--- src/rtl/periph_fifo_port_pkg.sv ---
// Shared register map, bit positions and helpers for the periph_fifo_port
// peripheral (CPU <-> stream bridge through two FIFOs).
package periph_fifo_port_pkg;

  typedef enum logic [1:0] {
    OFF_CTRL   = 2'd0,
    OFF_STAT   = 2'd1,
    OFF_TXDATA = 2'd2,
    OFF_RXDATA = 2'd3
  } reg_off_e;

  localparam int CTRL_TXIE    = 0;
  localparam int CTRL_RXIE    = 1;
  localparam int CTRL_TXFLUSH = 2;
  localparam int CTRL_RXFLUSH = 3;

  localparam int STAT_TXFULL  = 0;
  localparam int STAT_TXEMPTY = 1;
  localparam int STAT_RXFULL  = 2;
  localparam int STAT_RXEMPTY = 3;
  localparam int STAT_RXOVF   = 4;
  localparam int STAT_TXOVF   = 5;

  // Disabled byte lanes are replaced by zero rather than kept from a prior value.
  function automatic logic [15:0] byte_mask(input logic [15:0] d, input logic [1:0] be);
    byte_mask = {(be[1] ? d[15:8] : 8'h00), (be[0] ? d[7:0] : 8'h00)};
  endfunction

endpackage

--- src/rtl/periph_fifo_buf.sv ---
// Generic synchronous FIFO with combinational head, flush and occupancy count.
// Full/empty gating uses pre-edge state; flush overrides push and pop.
module periph_fifo_buf #(
  parameter int DEPTH = 4,
  parameter int WIDTH = 16
) (
  input  logic                       clk_i,
  input  logic                       rst_i,
  input  logic                       push_i,
  input  logic                       pop_i,
  input  logic                       flush_i,
  input  logic [WIDTH-1:0]           din_i,
  output logic [WIDTH-1:0]           dout_o,
  output logic                       full_o,
  output logic                       empty_o,
  output logic [$clog2(DEPTH):0]     count_o
);

  localparam int PW = $clog2(DEPTH);
  localparam int CW = PW + 1;

  logic [WIDTH-1:0] mem [DEPTH];
  logic [PW-1:0]    wr_q, wr_d;
  logic [PW-1:0]    rd_q, rd_d;
  logic [CW-1:0]    cnt_q, cnt_d;
  logic             push_ok;
  logic             pop_ok;

  assign full_o  = (cnt_q == CW'(DEPTH));
  assign empty_o = (cnt_q == '0);
  assign count_o = cnt_q;

  assign push_ok = push_i & ~full_o & ~flush_i;
  assign pop_ok  = pop_i & ~empty_o & ~flush_i;

  // Head is forced to zero when empty so stale storage never leaks out.
  assign dout_o = empty_o ? '0 : mem[rd_q];

  always_comb begin
    wr_d  = wr_q;
    rd_d  = rd_q;
    cnt_d = cnt_q;
    if (flush_i) begin
      wr_d  = '0;
      rd_d  = '0;
      cnt_d = '0;
    end else begin
      if (push_ok) wr_d = wr_q + PW'(1);
      if (pop_ok)  rd_d = rd_q + PW'(1);
      cnt_d = cnt_q + CW'(push_ok) - CW'(pop_ok);
    end
  end

  always_ff @(posedge clk_i or posedge rst_i) begin
    if (rst_i) begin
      wr_q  <= '0;
      rd_q  <= '0;
      cnt_q <= '0;
    end else begin
      wr_q  <= wr_d;
      rd_q  <= rd_d;
      cnt_q <= cnt_d;
    end
  end

  always_ff @(posedge clk_i) begin
    if (push_ok) mem[wr_q] <= din_i;
  end

endmodule

--- src/rtl/periph_fifo_port.sv ---
// Memory-mapped TX/RX FIFO peripheral on the per_* bus.
// PERIPH_FIFO_IRQ_EN enables the TXIE/RXIE bits and the irq_fifo level output.
module periph_fifo_port
  import periph_fifo_port_pkg::*;
#(
  parameter logic [7:0] BASE_ADDR = 8'h40,
  parameter int         DEPTH     = 4
) (
  input  logic        mclk,
  input  logic        puc,
  input  logic [7:0]  per_addr,
  input  logic [15:0] per_din,
  input  logic        per_en,
  input  logic [1:0]  per_wen,
  output logic [15:0] per_dout,
  output logic [15:0] tx_data,
  output logic        tx_valid,
  input  logic        tx_ready,
  input  logic [15:0] rx_data,
  input  logic        rx_valid,
  output logic        irq_fifo
);

  localparam int CW = $clog2(DEPTH) + 1;

  logic          sel, wr, rd;
  reg_off_e      off;
  logic          ctrl_wr, stat_wr;
  logic          tx_flush, rx_flush;
  logic          tx_push, tx_pop, rx_pop;
  logic          tx_full, tx_empty, rx_full, rx_empty;
  logic [CW-1:0] tx_cnt, rx_cnt;
  logic [15:0]   rx_head;
  logic          tx_ovf_q, tx_ovf_d;
  logic          rx_ovf_q, rx_ovf_d;
  logic [15:0]   ctrl_rd, stat_rd;

  assign sel = per_en & (per_addr[7:2] == BASE_ADDR[7:2]);
  assign wr  = sel & (|per_wen);
  assign rd  = sel & ~(|per_wen);
  assign off = reg_off_e'(per_addr[1:0]);

  // All CTRL/STAT writable bits live in the low byte.
  assign ctrl_wr  = wr & (off == OFF_CTRL) & per_wen[0];
  assign stat_wr  = wr & (off == OFF_STAT) & per_wen[0];
  assign tx_flush = ctrl_wr & per_din[CTRL_TXFLUSH];
  assign rx_flush = ctrl_wr & per_din[CTRL_RXFLUSH];
  assign tx_push  = wr & (off == OFF_TXDATA);
  assign rx_pop   = rd & (off == OFF_RXDATA);
  assign tx_pop   = tx_valid & tx_ready;

  periph_fifo_buf #(.DEPTH(DEPTH), .WIDTH(16)) u_tx_fifo (
    .clk_i   (mclk),
    .rst_i   (puc),
    .push_i  (tx_push),
    .pop_i   (tx_pop),
    .flush_i (tx_flush),
    .din_i   (byte_mask(per_din, per_wen)),
    .dout_o  (tx_data),
    .full_o  (tx_full),
    .empty_o (tx_empty),
    .count_o (tx_cnt)
  );

  periph_fifo_buf #(.DEPTH(DEPTH), .WIDTH(16)) u_rx_fifo (
    .clk_i   (mclk),
    .rst_i   (puc),
    .push_i  (rx_valid),
    .pop_i   (rx_pop),
    .flush_i (rx_flush),
    .din_i   (rx_data),
    .dout_o  (rx_head),
    .full_o  (rx_full),
    .empty_o (rx_empty),
    .count_o (rx_cnt)
  );

  assign tx_valid = ~tx_empty;

  // A dropped push sets OVF even if software clears it in the same cycle;
  // a push dropped because of a flush is not an overflow.
  always_comb begin
    tx_ovf_d = tx_ovf_q;
    rx_ovf_d = rx_ovf_q;
    if (stat_wr & per_din[STAT_TXOVF]) tx_ovf_d = 1'b0;
    if (stat_wr & per_din[STAT_RXOVF]) rx_ovf_d = 1'b0;
    if (tx_push & tx_full & ~tx_flush) tx_ovf_d = 1'b1;
    if (rx_valid & rx_full & ~rx_flush) rx_ovf_d = 1'b1;
  end

  always_ff @(posedge mclk or posedge puc) begin
    if (puc) begin
      tx_ovf_q <= 1'b0;
      rx_ovf_q <= 1'b0;
    end else begin
      tx_ovf_q <= tx_ovf_d;
      rx_ovf_q <= rx_ovf_d;
    end
  end

`ifdef PERIPH_FIFO_IRQ_EN
  logic txie_q, txie_d;
  logic rxie_q, rxie_d;

  always_comb begin
    txie_d = txie_q;
    rxie_d = rxie_q;
    if (ctrl_wr) begin
      txie_d = per_din[CTRL_TXIE];
      rxie_d = per_din[CTRL_RXIE];
    end
  end

  always_ff @(posedge mclk or posedge puc) begin
    if (puc) begin
      txie_q <= 1'b0;
      rxie_q <= 1'b0;
    end else begin
      txie_q <= txie_d;
      rxie_q <= rxie_d;
    end
  end

  assign ctrl_rd  = {14'h0000, rxie_q, txie_q};
  assign irq_fifo = (txie_q & tx_empty) | (rxie_q & ~rx_empty);
`else
  assign ctrl_rd  = 16'h0000;
  assign irq_fifo = 1'b0;
`endif

  always_comb begin
    stat_rd                = 16'h0000;
    stat_rd[STAT_TXFULL]   = tx_full;
    stat_rd[STAT_TXEMPTY]  = tx_empty;
    stat_rd[STAT_RXFULL]   = rx_full;
    stat_rd[STAT_RXEMPTY]  = rx_empty;
    stat_rd[STAT_RXOVF]    = rx_ovf_q;
    stat_rd[STAT_TXOVF]    = tx_ovf_q;
    stat_rd[11:8]          = 4'(tx_cnt);
    stat_rd[15:12]         = 4'(rx_cnt);
  end

  always_comb begin
    per_dout = 16'h0000;
    if (rd) begin
      case (off)
        OFF_CTRL:   per_dout = ctrl_rd;
        OFF_STAT:   per_dout = stat_rd;
        OFF_TXDATA: per_dout = 16'h0000;
        OFF_RXDATA: per_dout = rx_head;
        default:    per_dout = 16'h0000;
      endcase
    end
  end

endmodule

--- config.mk ---
export PLATFORM = sky130hd
export DESIGN_NAME = periph_fifo_port
export DESIGN_NICKNAME = d
export VERILOG_FILES = /design/src/rtl/periph_fifo_port_pkg.sv /design/src/rtl/periph_fifo_buf.sv /design/src/rtl/periph_fifo_port.sv
export SDC_FILE = /design/constraint.sdc
export NUM_CORES = 1
export LEC_CHECK = 0
export BUFFER_PORTS_ARGS = -buffer_cell sky130_fd_sc_hd__buf_2
export CORE_AREA = 2 2 147 149
export DETAILED_ROUTE_END_ITERATION = 12
export DIE_AREA = 0 0 149 151
export SLEW_MARGIN = 25
export SYNTH_ARGS = -nofsm -noshare
export SYNTH_HDL_FRONTEND = slang
export SYNTH_SLANG_ARGS = --single-unit
--- constraint.sdc ---
create_clock -name mclk -period 5.4 [get_ports mclk]
set_input_delay 1.08 -clock mclk [delete_from_list [all_inputs] [get_ports mclk]]
set_output_delay 1.08 -clock mclk [all_outputs]
set_load 0.005 [all_outputs]
==> metrics.txt <==
fin cells=~710; top sig layer=met4; maximum VDD drop=between 0.0002 and 0.0003 V; clock tree from TritonCTS=done; sequential-to-total area share from yosys stat=0.691; reg-to-reg endpoint=u_rx_fifo.count_o[2]; data required time at the worst endpoint=roughly 4.3 ns; overflow left after global routing=0; peak clock frequency supported by timing=roughly 0.24 GHz; aggregate global-route resource usage=0.122; area of the core=between 20,000 and 25,000 µm²; library cells used by synthesis=39; top cell family by delay on the critical path=simple AND/OR/NAND/NOR gates; register area=~4200 µm²; Register-to-Register Setup Slack=2.40 ns; fin. max-slew vios=0; Critical Path Source=per_addr[7]; data arrival time at the worst-slack endpoint=between 3 and 4 ns; area of combinational cells with multiple inputs=around 1700 µm²; count of buffering cells on the critical path with inverters included=3; master of the slowest instance on the critical path=sky130_fd_sc_hd__or4b_1; number of sinks driven by the clock tree=approximately 140; DRT Wirelength=13,200 µm; Metal-1 WL=~5700 µm; Worst Setup Path Type=in2out; First DRT Iteration DRCs=between 150 and 200; Vert. Die Dim=~150 µm; clock insertion delay at the later pin of the skew report=roughly 0.42 ns; setup repair bufs after CTS=0; x dimension of the die=149 µm; clock root buffer master=sky130_fd_sc_hd__clkbuf_16; RSZ-0062 raised after global routing=false; detailed-placement wirelength estimate=around 8800 µm; time the final worst path needs with I/O delays and setup=approximately 4.1 ns; post-synthesis instance area=between 6000 and 7000 µm²; max_slew headroom=0.370; length of the first detailed-routing pass in iterations=4; count of cell instances traversed by the critical path=7; gate count after technology mapping=between 300 and 400; Pwr Density=445 nW/µm²; CTS clk-pin slew, worst paths=~0.060 ns; Min Hold Slack=~0.48 ns; clk buf depth=2; overall power=~3.3 mW; Tcrit/Tclk final=0.763; Placed Cells incl. Taps=680; startpoint of the tightest hold check path=rx_ovf_q; Crit Path Max Fanout=13; Inserted Clock Buffers=17; WL met3=approximately 720 µm; # rows=53; element type at the critical path start=primary input; wire length of the first global-routing pass=~20,000 µm; mean instance size in the synthesized netlist=18.0 µm²; largest clock skew in the final design=slightly above 0.007 ns; last element of the critical path=per_dout[3]; Avg Vias per Cell=4.60; total of warnings raised by yosys=0; count of port buffers added during placement=79; ordered cell list for the critical path=buf_2, or4b_1, nor4_4, buf_4, nand2_1, o21ai_0, buf_2; delay of the slowest cell on the worst path=~0.8 ns; Synth async-reset ratio=0.111; slew at the pin closest to its max-slew limit=between 0.9 and 1 ns; antenna violations before repair=0; Hold Vio Cnt, Final=0; post-layout net count=485; number of hold buffers added after cts=0; deepest level of the CTS H-tree=4; total of cells resized after clock tree synthesis=0; number of I/O pins=81; Met2 Wirelength=roughly 6600 µm; number of cell instances on the worst register-to-register path=13; placer's final routability congestion estimate=a little over 0.7; max-cap violation count=0; antenna cells=0; number of flops mapped to enable cells by yosys=around 130; pin count of the biggest net entering global routing=21; via count of the first global-routing pass=3,479; effective utilization at floorplan=0.295; routed vias=between 3k and 4k; number of nets with antenna violations after detailed routing=0; Layout Area Growth over Synthesis=20.6%; library cell appearing most often on the critical path=sky130_fd_sc_hd__buf_2; sort of element at the end of the critical path=primary output; Net Count, Synth=between 400 and 500; worst min-delay path class=reg2reg; status=finished clean; number of fill cells in the layout=2,010; Synth Register Bits=around 140; Leak Pwr=around 2.7 nW; setup TNS=0 ns; setup violation total in the final timing report=0; DRC errors left=0; launch instance of the worst register-to-register path=u_rx_fifo.count_o[1]; area enclosed by the die boundary=~22,000 µm²; fraction of layout cells with a size suffix above 1=0.350; WL per Instance=roughly 18 µm; Main synth FF type=sky130_fd_sc_hd__edfxtp_1
## state kept, by name, indices dropped and copies added (netlist names)
register,flops
rx_ovf_q,1
tx_ovf_q,1
u_rx_fifo.count_o,3
u_rx_fifo.mem,64
u_rx_fifo.rd_q,2
u_rx_fifo.wr_q,2
u_tx_fifo.count_o,3
u_tx_fifo.mem,64
u_tx_fifo.rd_q,2
u_tx_fifo.wr_q,2
## worst reg2reg max path, cell delays in order (launching register included)
cell	delay, ns
sky130_fd_sc_hd__dfrtp_1	0.46
sky130_fd_sc_hd__nor3_1	0.61
sky130_fd_sc_hd__nor4_4	0.07
sky130_fd_sc_hd__buf_4	0.20
sky130_fd_sc_hd__nand2_1	0.18
sky130_fd_sc_hd__inv_1	0.07
sky130_fd_sc_hd__ha_1	0.26
sky130_fd_sc_hd__inv_1	0.06
sky130_fd_sc_hd__ha_1	0.14
sky130_fd_sc_hd__inv_1	0.05
sky130_fd_sc_hd__fa_1	0.37
sky130_fd_sc_hd__xor2_1	0.18
sky130_fd_sc_hd__xnor2_1	0.15
sky130_fd_sc_hd__nor2_1	0.06
## synth_stat cells, types with 6 or more instances
library cell,count,area (µm²)
sky130_fd_sc_hd__and2_1,37,231
sky130_fd_sc_hd__ha_1,12,150
sky130_fd_sc_hd__clkbuf_1,8,30.0
sky130_fd_sc_hd__inv_1,16,60.1
sky130_fd_sc_hd__dfrtp_1,16,400
sky130_fd_sc_hd__buf_2,7,35.0
sky130_fd_sc_hd__a32o_1,9,90.1
sky130_fd_sc_hd__nor2_1,13,48.8
sky130_fd_sc_hd__edfxtp_1,128,3840
sky130_fd_sc_hd__nand2_1,6,22.5
sky130_fd_sc_hd__and3_1,8,50.1
sky130_fd_sc_hd__mux4_2,32,721
## cell type report
cell class | count | area share
sequential | 144 | 0.574
multi-input combinational | 164 | 0.236
clock buffer | 18 | 0.0580
timing repair buffer | 81 | 0.0554
tap | 275 | 0.0465
clock inverter | 14 | 0.0223
inverter | 16 | 0.00811
## per-stage QoR
| step | cell area (µm²) | worst slack, ns | utilization |
|---|---|---|---|
| 4_1_cts | 7400 | 1.21 | 0.355 |
| 6_report | 7400 | 1.28 | 0.355 |
| 2_1_floorplan | 6140 | 1.84 | - |
| 3_5_place_dp | 6810 | 1.21 | 0.327 |
| 5_1_grt | 7400 | 1.15 | 0.355 |
| 3_3_place_gp | 6810 | 1.24 | 0.327 |
## how the worst min path moves through the flow
stage                     slack, ns        to  depth (start not counted)
after floorplan                0.45  rx_ovf_q                          1
after global placement         0.47  rx_ovf_q                          1
after detailed placement       0.47  rx_ovf_q                          1
after CTS                      0.48  rx_ovf_q                          1
after global routing           0.51  rx_ovf_q                          1
final                          0.48  rx_ovf_q                          1
## layer usage
layer,vias to the layer above,GRT usage
met3,11,0.0395
li1,1498,-
met2,95,0.207
met5,-,0
met4,0,0.0386
met1,1668,0.147
## placed cells by master (no fill, tap or decap), types with 2 or more instances in the layout
cell type,instances
sky130_fd_sc_hd__and3_1,8
sky130_fd_sc_hd__buf_4,2
sky130_fd_sc_hd__nor4_4,2
sky130_fd_sc_hd__nand2_1,6
sky130_fd_sc_hd__fa_1,2
sky130_fd_sc_hd__ha_1,12
sky130_fd_sc_hd__buf_2,79
sky130_fd_sc_hd__inv_6,2
sky130_fd_sc_hd__bufinv_16,3
sky130_fd_sc_hd__inv_1,16
sky130_fd_sc_hd__o22ai_1,3
sky130_fd_sc_hd__clkbuf_16,17
sky130_fd_sc_hd__nor4b_4,2
sky130_fd_sc_hd__nor4_1,2
sky130_fd_sc_hd__and2_1,37
sky130_fd_sc_hd__a32o_1,9
sky130_fd_sc_hd__nor2b_1,2
sky130_fd_sc_hd__edfxtp_1,128
sky130_fd_sc_hd__clkinv_2,2
sky130_fd_sc_hd__nand3_1,5
sky130_fd_sc_hd__clkinv_4,2
sky130_fd_sc_hd__clkinvlp_4,3
sky130_fd_sc_hd__or3b_2,3
sky130_fd_sc_hd__nor2_1,13
sky130_fd_sc_hd__clkinv_1,2
sky130_fd_sc_hd__a21oi_1,2
sky130_fd_sc_hd__dfrtp_1,15
sky130_fd_sc_hd__or4b_1,2
sky130_fd_sc_hd__xor2_1,4
sky130_fd_sc_hd__xnor2_1,5
sky130_fd_sc_hd__or4bb_1,2
sky130_fd_sc_hd__mux4_2,32
## power by group
part | internal (mW) | leakage (nW) | switching, mW
Sequential | 1.37 | 1.36 | 0.118
Clock | 0.725 | 0.282 | 0.444
Combinational | 0.329 | 1.02 | 0.312
Total | 2.42 | 2.67 | 0.875
## cell families after synthesis
family | Yosys count | synth area share
AOI/OAI and AO/OA | 17 | 0.0228
xor gates and xnor gates | 9 | 0.0128
adders and majority gates | 14 | 0.0310
buffers and inverters | 34 | 0.0240
DFF | 144 | 0.691
muxes | 33 | 0.119
other | 1 | 0.000611
and+or+nand+nor | 90 | 0.0982
Power figures use the tool's default switching activity.
